[config.mk]
export PLATFORM = sky130hd
export DESIGN_NAME = writeback_arbiter
export DESIGN_NICKNAME = d
export VERILOG_FILES = /design/src/rtl/writeback_arbiter_pkg.sv /design/src/rtl/writeback_arbiter_rr_priority_picker.sv /design/src/rtl/writeback_arbiter.sv
export SDC_FILE = /design/constraint.sdc
export NUM_CORES = 1
export LEC_CHECK = 0
export ABC_AREA = 1
export BUFFER_PORTS_ARGS = -buffer_cell sky130_fd_sc_hd__buf_2
export CORE_AREA = 4 4 222 224
export CTS_CLUSTER_DIAMETER = 150
export DETAILED_ROUTE_END_ITERATION = 8
export DIE_AREA = 0 0 226 228
export PLACE_DENSITY_LB_ADDON = 0.3
export SYNTH_ARGS = -nofsm -noshare
export SYNTH_HDL_FRONTEND = slang
export SYNTH_SLANG_ARGS = --single-unit
[constraint.sdc]
create_clock -name clock_i -period 6.74 [get_ports clock_i]
set_input_delay 1.348 -clock clock_i [delete_from_list [all_inputs] [get_ports clock_i]]
set_output_delay 1.348 -clock clock_i [all_outputs]
set_load 0.05 [all_outputs]
[src/rtl/writeback_arbiter_pkg.sv]
`default_nettype none
// ============================================================================
// Module      : writeback_arbiter_pkg
// Description : Functional-unit codes and writeback widths shared by the
//               register unit and every functional unit.
// Revision    : 1.0 - initial release
// ============================================================================
package writeback_arbiter_pkg;

  localparam int c_addressSize = 64;
  localparam int c_regWidth    = 5;
  localparam int c_codeWidth   = 3;
  localparam int c_numReq      = 3;

  localparam logic [c_codeWidth-1:0] c_FXUnitCode   = 3'd0;
  localparam logic [c_codeWidth-1:0] c_FPUnitCode   = 3'd1;
  localparam logic [c_codeWidth-1:0] c_LdStUnitCode = 3'd2;

  // A single requester still needs a one-bit pointer.
  function automatic int ptr_width(input int n);
    return (n > 1) ? $clog2(n) : 1;
  endfunction

endpackage
`default_nettype wire

[src/rtl/writeback_arbiter_rr_priority_picker.sv]
`default_nettype none
// ============================================================================
// Module      : rr_priority_picker
// Description : Combinational round-robin select: first valid requester at or
//               after the pointer, with wrap-around, as one-hot and index.
// Revision    : 1.0 - initial release
// ============================================================================
module rr_priority_picker #(
  parameter int numReq   = 3,
  parameter int ptrWidth = 2
) (
  input  logic [numReq-1:0]   valid_i,
  input  logic [ptrWidth-1:0] ptr_i,
  output logic [numReq-1:0]   grant_o,
  output logic [ptrWidth-1:0] winner_o,
  output logic                any_o
);

  logic [2*numReq-1:0] w_valid_dbl;
  logic [numReq-1:0]   w_rotated;
  logic [ptrWidth-1:0] w_offset;
  logic [ptrWidth:0]   w_sum;

  // Rotating a doubled copy puts the pointer's requester at bit 0.
  assign w_valid_dbl = {valid_i, valid_i};
  assign w_rotated   = numReq'(w_valid_dbl >> ptr_i);

  always_comb begin
    w_offset = '0;
    for (int k = numReq - 1; k >= 0; k--) begin
      if (w_rotated[k]) begin
        w_offset = ptrWidth'(k);
      end
    end
  end

  assign w_sum    = {1'b0, ptr_i} + {1'b0, w_offset};
  assign winner_o = (w_sum >= (ptrWidth+1)'(numReq)) ? ptrWidth'(w_sum - (ptrWidth+1)'(numReq))
                                                     : ptrWidth'(w_sum);
  assign any_o    = |valid_i;
  assign grant_o  = any_o ? (numReq'(1) << winner_o) : '0;

endmodule
`default_nettype wire

[src/rtl/writeback_arbiter.sv]
`default_nettype none
// ============================================================================
// Module      : writeback_arbiter
// Description : Round-robin arbitration of the FX, FP and LdSt writeback beats
//               onto the register unit's single registered writeback port.
// Revision    : 1.0 - initial release
// ============================================================================
module writeback_arbiter
  import writeback_arbiter_pkg::*;
#(
  parameter int addressSize = c_addressSize,
  parameter int regWidth    = c_regWidth,
  parameter int numReq      = c_numReq,
  parameter int codeWidth   = c_codeWidth
) (
  input  logic                          clock_i,
  input  logic                          reset_n_i,
  input  logic [numReq-1:0]             reqValid_i,
  output logic [numReq-1:0]             reqReady_o,
  input  logic [numReq*addressSize-1:0] reqReg1Data_i,
  input  logic [numReq*addressSize-1:0] reqReg2Data_i,
  input  logic [numReq*regWidth-1:0]    reqReg1Addr_i,
  input  logic [numReq*regWidth-1:0]    reqReg2Addr_i,
  input  logic [numReq-1:0]             reqReg1En_i,
  input  logic [numReq-1:0]             reqReg2En_i,
  input  logic [numReq-1:0]             reqIs64Bit_i,
  output logic [codeWidth-1:0]          regWritebackFunctionalUnitCode_o,
  output logic [addressSize-1:0]        reg1WritebackData_o,
  output logic [addressSize-1:0]        reg2WritebackData_o,
  output logic [regWidth-1:0]           reg1WritebackAddress_o,
  output logic [regWidth-1:0]           reg2WritebackAddress_o,
  output logic                          reg1isWriteback_o,
  output logic                          reg2isWriteback_o,
  output logic                          is64Bit_o,
  output logic                          grantValid_o
);

  localparam int c_ptrWidth = ptr_width(numReq);

  logic [addressSize-1:0] w_data1 [numReq];
  logic [addressSize-1:0] w_data2 [numReq];
  logic [regWidth-1:0]    w_addr1 [numReq];
  logic [regWidth-1:0]    w_addr2 [numReq];

  logic [numReq-1:0]     w_grant;
  logic [c_ptrWidth-1:0] w_winner;
  logic [c_ptrWidth-1:0] w_next_ptr;
  logic                  w_any;

  logic [c_ptrWidth-1:0]  r_ptr;
  logic [codeWidth-1:0]   r_code;
  logic [addressSize-1:0] r_data1;
  logic [addressSize-1:0] r_data2;
  logic [regWidth-1:0]    r_addr1;
  logic [regWidth-1:0]    r_addr2;
  logic                   r_wb1;
  logic                   r_wb2;
  logic                   r_is64;
  logic                   r_valid;

  generate
    for (genvar g = 0; g < numReq; g++) begin : g_unpack
      assign w_data1[g] = reqReg1Data_i[g*addressSize +: addressSize];
      assign w_data2[g] = reqReg2Data_i[g*addressSize +: addressSize];
      assign w_addr1[g] = reqReg1Addr_i[g*regWidth +: regWidth];
      assign w_addr2[g] = reqReg2Addr_i[g*regWidth +: regWidth];
    end
  endgenerate

  rr_priority_picker #(
    .numReq  (numReq),
    .ptrWidth(c_ptrWidth)
  ) u_picker (
    .valid_i (reqValid_i),
    .ptr_i   (r_ptr),
    .grant_o (w_grant),
    .winner_o(w_winner),
    .any_o   (w_any)
  );

  assign w_next_ptr = (w_winner == c_ptrWidth'(numReq - 1)) ? '0 : c_ptrWidth'(w_winner + 1'b1);

  // No beat may be accepted while reset is asserted.
  assign reqReady_o = reset_n_i ? w_grant : '0;

  always_ff @(posedge clock_i or negedge reset_n_i) begin
    if (!reset_n_i) begin
      r_ptr   <= '0;
      r_code  <= '0;
      r_data1 <= '0;
      r_data2 <= '0;
      r_addr1 <= '0;
      r_addr2 <= '0;
      r_wb1   <= 1'b0;
      r_wb2   <= 1'b0;
      r_is64  <= 1'b0;
      r_valid <= 1'b0;
    end else if (w_any) begin
      r_ptr   <= w_next_ptr;
      r_code  <= codeWidth'(w_winner);
      r_data1 <= w_data1[w_winner];
      r_data2 <= w_data2[w_winner];
      r_addr1 <= w_addr1[w_winner];
      r_addr2 <= w_addr2[w_winner];
      r_wb1   <= reqReg1En_i[w_winner];
      r_wb2   <= reqReg2En_i[w_winner];
      r_is64  <= reqIs64Bit_i[w_winner];
      r_valid <= 1'b1;
    end else begin
      // Idle: payload holds, only the liveness flags drop.
      r_wb1   <= 1'b0;
      r_wb2   <= 1'b0;
      r_valid <= 1'b0;
    end
  end

  assign regWritebackFunctionalUnitCode_o = r_code;
  assign reg1WritebackData_o              = r_data1;
  assign reg2WritebackData_o              = r_data2;
  assign reg1WritebackAddress_o           = r_addr1;
  assign reg2WritebackAddress_o           = r_addr2;
  assign reg1isWriteback_o                = r_wb1;
  assign reg2isWriteback_o                = r_wb2;
  assign is64Bit_o                        = r_is64;
  assign grantValid_o                     = r_valid;

endmodule
`default_nettype wire

# Word level (Yosys, flattened, before mapping)
# Index checks and enable logic that the tools add are counted.
# word_totals
reg_bits	146
output_inout_bits	148
input_bits	428
word_cells	49
# op_classes
magnitude_cmp	3
n_reduce_logical	1
n_bitwise	1
muxes	28
eq_ne	1
n_shift	2
n_addsub	3
# op_table
op	count
$bmux 64 s2	2
$mux 64	4
$bmux 5 s2	2
$mux 5	4
$mux 2	5
$bmux 1 s2	3
$mux 1	6
$mux 3	2
$shr 6x2->3	1
$add 2x2->3	1
$ge 3x2->1 const B	1
$ge 3x3->1 const B	1
$lt 2x3->1 const B	1
$not 2->3	1
$reduce_or 3->1	1
$shl 1x2->3 const A	1
$add 2x1->2 const B	1
$eq 2x2->1 const B	1
$sub 2x2->2 const B	1

# Longest topological paths before layout
# Gate-level depths: netlist of run 1.
# depth
word_depth	11
depth_mapped	21
ltp_nobuf	19

# Modules after synthesis
# From an unflattened synthesis of run 1, not the netlist that was laid out.
# unflattened
cells_unflattened	1491
hier_area_um2	9277.6
# by_module_without_submodules
mod	cells_per_inst	n_inst	seq_area_each_um2	area_per_inst_um2
writeback_arbiter	1436	1	3653.5	9003.6
rr_priority_picker	55	1	0.0	274.0

# Worst setup path after synthesis of run 1
# No wires, ideal clock.
# synth_timing
path_type	input-to-output
from	input port reqValid_i[1]
to	output port reqReady_o[2]
path_stages	15
required_time_ps	5392
arrival_ps	5044
slack_ps	348
path_buffers	3
cell_sequence	inv_1 o21ai_0 nand2_1 a22oi_1 ha_1 inv_1 fa_1 inv_1 ha_1 o21bai_2 buf_4 nand2_4 buf_4 buf_4 nor4_1
# synth_between
elab_chain_len	10
elab_cells_between_ends	12
classes_between	2 x add/sub; 1 x order compare; 2 x shift; 6 x mux; 1 x reduce/logical
# synth_rtl
element	line_no	text
start, declared	writeback_arbiter.sv:18	input logic [numReq-1:0] reqValid_i,
$shr 6x2->3	writeback_arbiter_rr_priority_picker.sv:26	assign w_rotated = numReq'(w_valid_dbl >> ptr_i);
$mux 2 (3 in series)	writeback_arbiter_rr_priority_picker.sv:31	if (w_rotated[k]) begin
$add 2x2->3	writeback_arbiter_rr_priority_picker.sv:37	assign w_sum = {1'b0, ptr_i} + {1'b0, w_offset};
$ge 3x2->1 / $sub 2x2->2 (equally long branches)	writeback_arbiter_rr_priority_picker.sv:38	assign winner_o = (w_sum >= (ptrWidth+1)'(numReq)) ? ptrWidth'(w_sum - (ptrWidth+1)'(numReq))
$mux 2	writeback_arbiter_rr_priority_picker.sv:38	
$shl 1x2->3	writeback_arbiter_rr_priority_picker.sv:41	assign grant_o = any_o ? (numReq'(1) << winner_o) : '0;
$mux 3 (*)	writeback_arbiter_rr_priority_picker.sv:41	
$mux 3 (*)	writeback_arbiter.sv:84	assign reqReady_o = reset_n_i ? w_grant : '0;
end, declared	writeback_arbiter.sv:19	output logic [numReq-1:0] reqReady_o,
# Every way passes the cells marked *; elsewhere a longest branch is shown, timed or not.

# Worst setup path after layout of run 1
# Ends and elaborated chain as after synthesis.

==> impl_metrics.ini, run 1 <==
[timing]
setup_viol = 0
rsz0062_at_grt = no
fin_setup_tns_ns = 0
period_share_pct = 83.79
finalCriticalPeriod_ns = 5.647
hold_viol_final = 0
fmax_mhz = 177.1
slew_viol_final = 0
fin_skew_ns = 0.008457
max_slew_margin_pct = 34.56
tightest_slew_ns = 0.9793

[yosys]
yosysTopAreaCell = dfrtp_1
ys_warn_count = 0
synth.distinct_cells = 32
synth.ff_latch_count = 146
synth_common_cells = 612 x nand2_1, 308 x inv_1, 264 x nor2_1, 163 x nand3_1, 146 x dfrtp_1
ys_async_sr_fraction_pct = 100.0
synth_fa_ha_area_share_pct = 0.4348
synth-simple-area-share_pct = 40.28
synth.top_cell.area_share_pct = 35.27
synthMuxAreaShare_pct = 0
synth_top_family_by_area = simple AND/OR/NAND/NOR gates
netlist_area_mm2 = 0.01036
ys.flop_type = dfrtp_1
yosys-top-cells-area = dfrtp_1 35%, nand2_1 22%, inv_1 11%
synth_xor_area_share_pct = 0
yosysSeqAreaShare_pct = 35.27
synth_cells = 1748
synth_most_common_cell = nand2_1
synth_nets = 2179
synth_compound_area_share_pct = 7.802
avgSynthCellArea_um2 = 5.927
synth-edff-count = 0

[critical_path]
cpPeakStageDelay_ns = 0.57
critPathCaptureType = output pin
r2r.worst_path.cells = 18
cp_slowest_cell = fa_1
cp_top_family = adder cells
crit_cells = 14
crit_arrival_ns = 4.30
required_ns = 5.39
startpoint = reqValid_i[1]
critPathMaxFanout = 42
path_buf_inv = 5
crit_path_frequent_cell = inv_1
crit_path_start_kind = primary input
crit_chain = buf_2 > inv_1 > o21ai_0 > nand2_1 > a22oi_1 > ha_1 > inv_1 > fa_1 > inv_1 > ha_1 > o21bai_4 > nand2_8 > nor4_1 > buf_2
crit_end = reqReady_o[2]
reg2reg_from = r_ptr[0]$_DFFE_PN0N_
path_class = primary input to output pin
r2r_slack_ns = 2.53
timing.rr.end = reg1WritebackData_o[49]$_DFFE_PN0N_

[detailed_routing]
via_count = 12230
drc = 0
wire_per_inst_um = 14.89
first_iter_violations = 632
viasPerCell = 4.244
firstDrtPassIters = 5
drt_wl_total_um = 42910
ant_nets = 0

[job]
max_cap_viol_count = 0

[floorplanning]
row_count = 80
dieArea_mm2 = 0.05153
num_io_pins = 576
fp.dieH_um = 228
core_area_mm2 = 0.04735
initial_core_util_pct = 21.88
die_w_um = 226

[cts]
cts_sinks = 146
cts_buffer_depth = 2
cts-root-buf = clkbuf_16
post_cts_buffers = 0
cts_resized = 0
clock_latency_ns = 0.43
htreeDepth = 4
cts_buffers = 17
cts_tree = done
cts_hold_buf = 0
clk_pin_slew_ns = 0.06

[global_route]
grt_antenna_before_repair = 10
grt_overflow = 0
grt_pass1_wl_um = 65930
grt_pass1_vias = 12160
grt_max_degree = 128
grtUsageTotal_pct = 16.05

[placed_design]
port_buffers = 574
hpwl_um = 32760
gp_congestion = 0.8853

[worst_hold_path]
hold_class = flip-flop to flip-flop
min_delay_path_depth = 2

[outcome]
run_status = finished, final reports clean

[final_layout]
drive_gt1_share_pct = 27.95
syn_to_final_growth_pct = 37.94
nets = 2679
worst min-delay path by stage:
stage,startpoint,end
5_1_grt,reg2WritebackData_o[12]$_DFFE_PN0N_,reg2WritebackData_o[12]$_DFFE_PN0N_
3_5_place_dp,reg2WritebackData_o[57]$_DFFE_PN0N_,reg2WritebackData_o[57]$_DFFE_PN0N_
2_1_floorplan,r_ptr[1]$_DFFE_PN0N_,r_ptr[1]$_DFFE_PN0N_
4_1_cts,reg2WritebackData_o[57]$_DFFE_PN0N_,reg2WritebackData_o[57]$_DFFE_PN0N_
3_3_place_gp,reg2WritebackData_o[49]$_DFFE_PN0N_,reg2WritebackData_o[49]$_DFFE_PN0N_
6_report,reg2WritebackData_o[12]$_DFFE_PN0N_,reg2WritebackData_o[12]$_DFFE_PN0N_
flip-flops by register name (all words and copies together), names as in the netlist:
register	flops
reg1WritebackData_o	64
is64Bit_o	1
regWritebackFunctionalUnitCode_o	2
reg2WritebackData_o	64
reg1WritebackAddress_o	5
reg2WritebackAddress_o	5
reg1isWriteback_o	1
grantValid_o	1
reg2isWriteback_o	1
r_ptr	2
cells by family (layout without fill, tap and decap cells):
group	count (synthesis)	count (layout)
compound gates	129	129
fa+ha+maj	3	3
buf+inv	421	934
flops	146	146
other cells	1	6
simple gates	1048	1048
final cells by class:
type	instances	area [um2]
inverter	311	1169
tap	615	769.5
antenna	5	12.51
sequential	146	3654
fill	5425	33060
clock buffer	22	464.2
timing repair buffer	591	3032
multi-input combinational	1181	5065
clock inverter	10	125.1
routing by layer:
layer  global-route usage, %  vias to the layer above  wire length [um]
li1                        -                     6174                 -
met5                       0                        -                39
met2                   26.81                      471             20430
met3                   4.448                       57              3431
met4                   6.585                        6              1172
met1                   19.44                     5518             17840
worst register-to-register path, cell delays in order, from the launching register on:
cell and delay, ns:
dfrtp_1 0.43, inv_1 0.11, o21ai_0 0.23, nand2_1 0.10, a22oi_1 0.16, ha_1 0.17
inv_1 0.06, fa_1 0.57, inv_1 0.06, ha_1 0.25, inv_2 0.09, nand3b_1 0.12
nand2_1 0.13, nand2_4 0.07, buf_4 0.26, nor2_4 0.80, buf_4 0.34, a21boi_0 0.11
nand2_1 0.08
layout by cell type (no fill, tap or decap), types with 3 or more instances in the layout:
cell	instances
nand2_1	609
clkbuf_16	17
dfrtp_1	146
inv_6	3
nand3_1	163
o21ai_0	57
buf_4	15
diode_2	5
clkinvlp_4	4
inv_2	3
buf_2	573
o21ai_1	7
a21boi_0	48
a21boi_1	11
inv_1	307
clkbuf_1	3
nor2_1	264
through the flow:
stage / hold WS [ns] / setup WS [ns] / std cells / utilization, % / area, um2
2_1_floorplan: 0.5568 / 0.3483 / 1748 / - / 10360
3_3_place_gp: 0.4588 / 1.099 / 2844 / 28.91 / 13690
3_5_place_dp: 0.4603 / 1.092 / 2844 / 28.91 / 13690
4_1_cts: 0.4783 / 1.071 / 2876 / 30.16 / 14280
5_1_grt: 0.4831 / 0.7857 / 2881 / 30.18 / 14290
6_report: 0.4727 / 1.093 / 2881 / 30.18 / 14290
Power of run 1 is left out: the tool's default activity adds up to more than one toggle a clock period on the data nets, which glitch-free logic cannot reach.
==> run 2: changes to the inputs <==
- clock period: 6.74 -> 5.9 ns (I/O delays scaled with it)
==> impl_metrics.ini, run 2 (synthesis results as in run 1) <==
[outcome]
run_status = finished, final reports clean

[critical_path]
path_class = primary input to output pin
cp_slowest_cell = fa_1
critPathMaxFanout = 25
crit_chain = buf_2 > o21ai_0 > nand2_1 > a22oi_1 > ha_1 > inv_1 > fa_1 > inv_1 > ha_1 > inv_2 > nand4_1 > nand2_8 > nor3_1 > buf_2
crit_cells = 14
critPathCaptureType = output pin
cp_top_family = adder cells
required_ns = 4.72
r2r_slack_ns = 1.80
cpPeakStageDelay_ns = 0.49
r2r.worst_path.cells = 18
crit_path_start_kind = primary input
path_buf_inv = 5
crit_arrival_ns = 3.92

[timing]
fin_skew_ns = 0.01375
slew_viol_final = 0
rsz0062_at_grt = no
setup_viol = 0
finalCriticalPeriod_ns = 5.104
period_share_pct = 86.52
tightest_slew_ns = 0.9970
fmax_mhz = 195.9
hold_viol_final = 0
max_slew_margin_pct = 33.53
fin_setup_tns_ns = 0

[cts]
cts_sinks = 146
clock_latency_ns = 0.45
htreeDepth = 4
post_cts_buffers = 0
clk_pin_slew_ns = 0.06
cts_resized = 0
cts_hold_buf = 0
cts_buffers = 17
cts_tree = done
cts_buffer_depth = 2
cts-root-buf = clkbuf_16

[global_route]
grt_overflow = 0
grt_pass1_vias = 12070
grt_max_degree = 202
grtUsageTotal_pct = 16.46
grt_antenna_before_repair = 14
grt_pass1_wl_um = 66700

[final_layout]
final_common_cell = nand2_1
drive_gt1_share_pct = 28.10
fill_cells = 5402
final_cell_mix = 609 x nand2_1, 573 x buf_2, 307 x inv_1
seq_area_mm2 = 0.003654
syn_to_final_growth_pct = 38.56
nets = 2681
multi_input_area_mm2 = 0.005071

[floorplanning]
dieArea_mm2 = 0.05153
num_io_pins = 576
core_area_mm2 = 0.04735
initial_core_util_pct = 21.88
fp.dieH_um = 228
row_count = 80
die_w_um = 226

[detailed_routing]
ant_nets = 0
drc = 0
drt_wl_total_um = 44320
via_count = 12260
first_iter_violations = 567
firstDrtPassIters = 5
viasPerCell = 4.245
wire_per_inst_um = 15.35

[worst_hold_path]
hold_class = flip-flop to flip-flop
min_delay_path_depth = 2

[placed_design]
hpwl_um = 34100
gp_congestion = 0.9008
port_buffers = 574

[job]
max_cap_viol_count = 0
[run 2: cell count changes in the layout (fill, tap and decap cells not counted)]
cell,delta
buf_12,+1
nor4_1,-1
clkinv_2,+2
nor4_2,+1
clkinvlp_4,-2
clkbuf_1,-1
diode_2,+4
bufinv_16,+1
buf_4,+1
[run 2: final cells by class]
class / count / area share (%)
clock buffers: 21 / 3.208
multi-input cells: 1181 / 35.33
diodes: 9 / 0.1569
flip-flops and latches: 146 / 25.45
clock inverters: 11 / 1.046
repair buffers: 593 / 21.31
well taps: 615 / 5.360
inverters: 311 / 8.141
[run 2: routing by layer]
metal,up-vias,GRT usage (%),share of wire (%)
li1,6180,-,-
met1,5541,19.86,42
met2,467,27.82,47
met3,60,4.500,7.8
met4,8,6.336,2.8
met5,-,0,0.11
[run 2: final timing paths]
path,startpoint,endpoint
worst max-delay path,reqValid_i[0],reqReady_o[0]
worst min-delay path,reg2WritebackData_o[9]$_DFFE_PN0N_,reg2WritebackData_o[9]$_DFFE_PN0N_
worst max register to register,r_ptr[0]$_DFFE_PN0N_,reg2WritebackData_o[1]$_DFFE_PN0N_
worst min register to register,reg2WritebackData_o[9]$_DFFE_PN0N_,reg2WritebackData_o[9]$_DFFE_PN0N_
max in group asynchronous,reset_n_i,reg1WritebackData_o[46]$_DFFE_PN0N_
min in group asynchronous,reset_n_i,reg2WritebackData_o[20]$_DFFE_PN0N_
[run 2: worst reg2reg max path: stages (launching register included)]
cell and delay, ns:
dfrtp_1 0.43, inv_1 0.09, o21ai_0 0.21, nand2_1 0.11, a22oi_1 0.16, ha_1 0.17
inv_1 0.05, fa_1 0.54, inv_1 0.05, ha_1 0.24, inv_2 0.08, nand4_1 0.23
nand2_8 0.26, buf_4 0.61, nand2_1 0.31, nand3_1 0.24, nand2_1 0.08, nand2_1 0.07
nand2_1 0.06
[run 2: per-stage QoR]
stage	hold WS (ns)	cell area, um2	worst slack, ns	cells	utilization, %
2_1_floorplan	0.5570	10370	0.2587	1748	-
3_3_place_gp	0.4585	13720	0.7957	2846	28.98
3_5_place_dp	0.4601	13720	0.7671	2846	28.98
4_1_cts	0.4771	14330	0.7767	2878	30.27
5_1_grt	0.4924	14350	0.5312	2886	30.31
6_report	0.4723	14360	0.7956	2887	30.32
Power of run 2 is left out for the same reason.
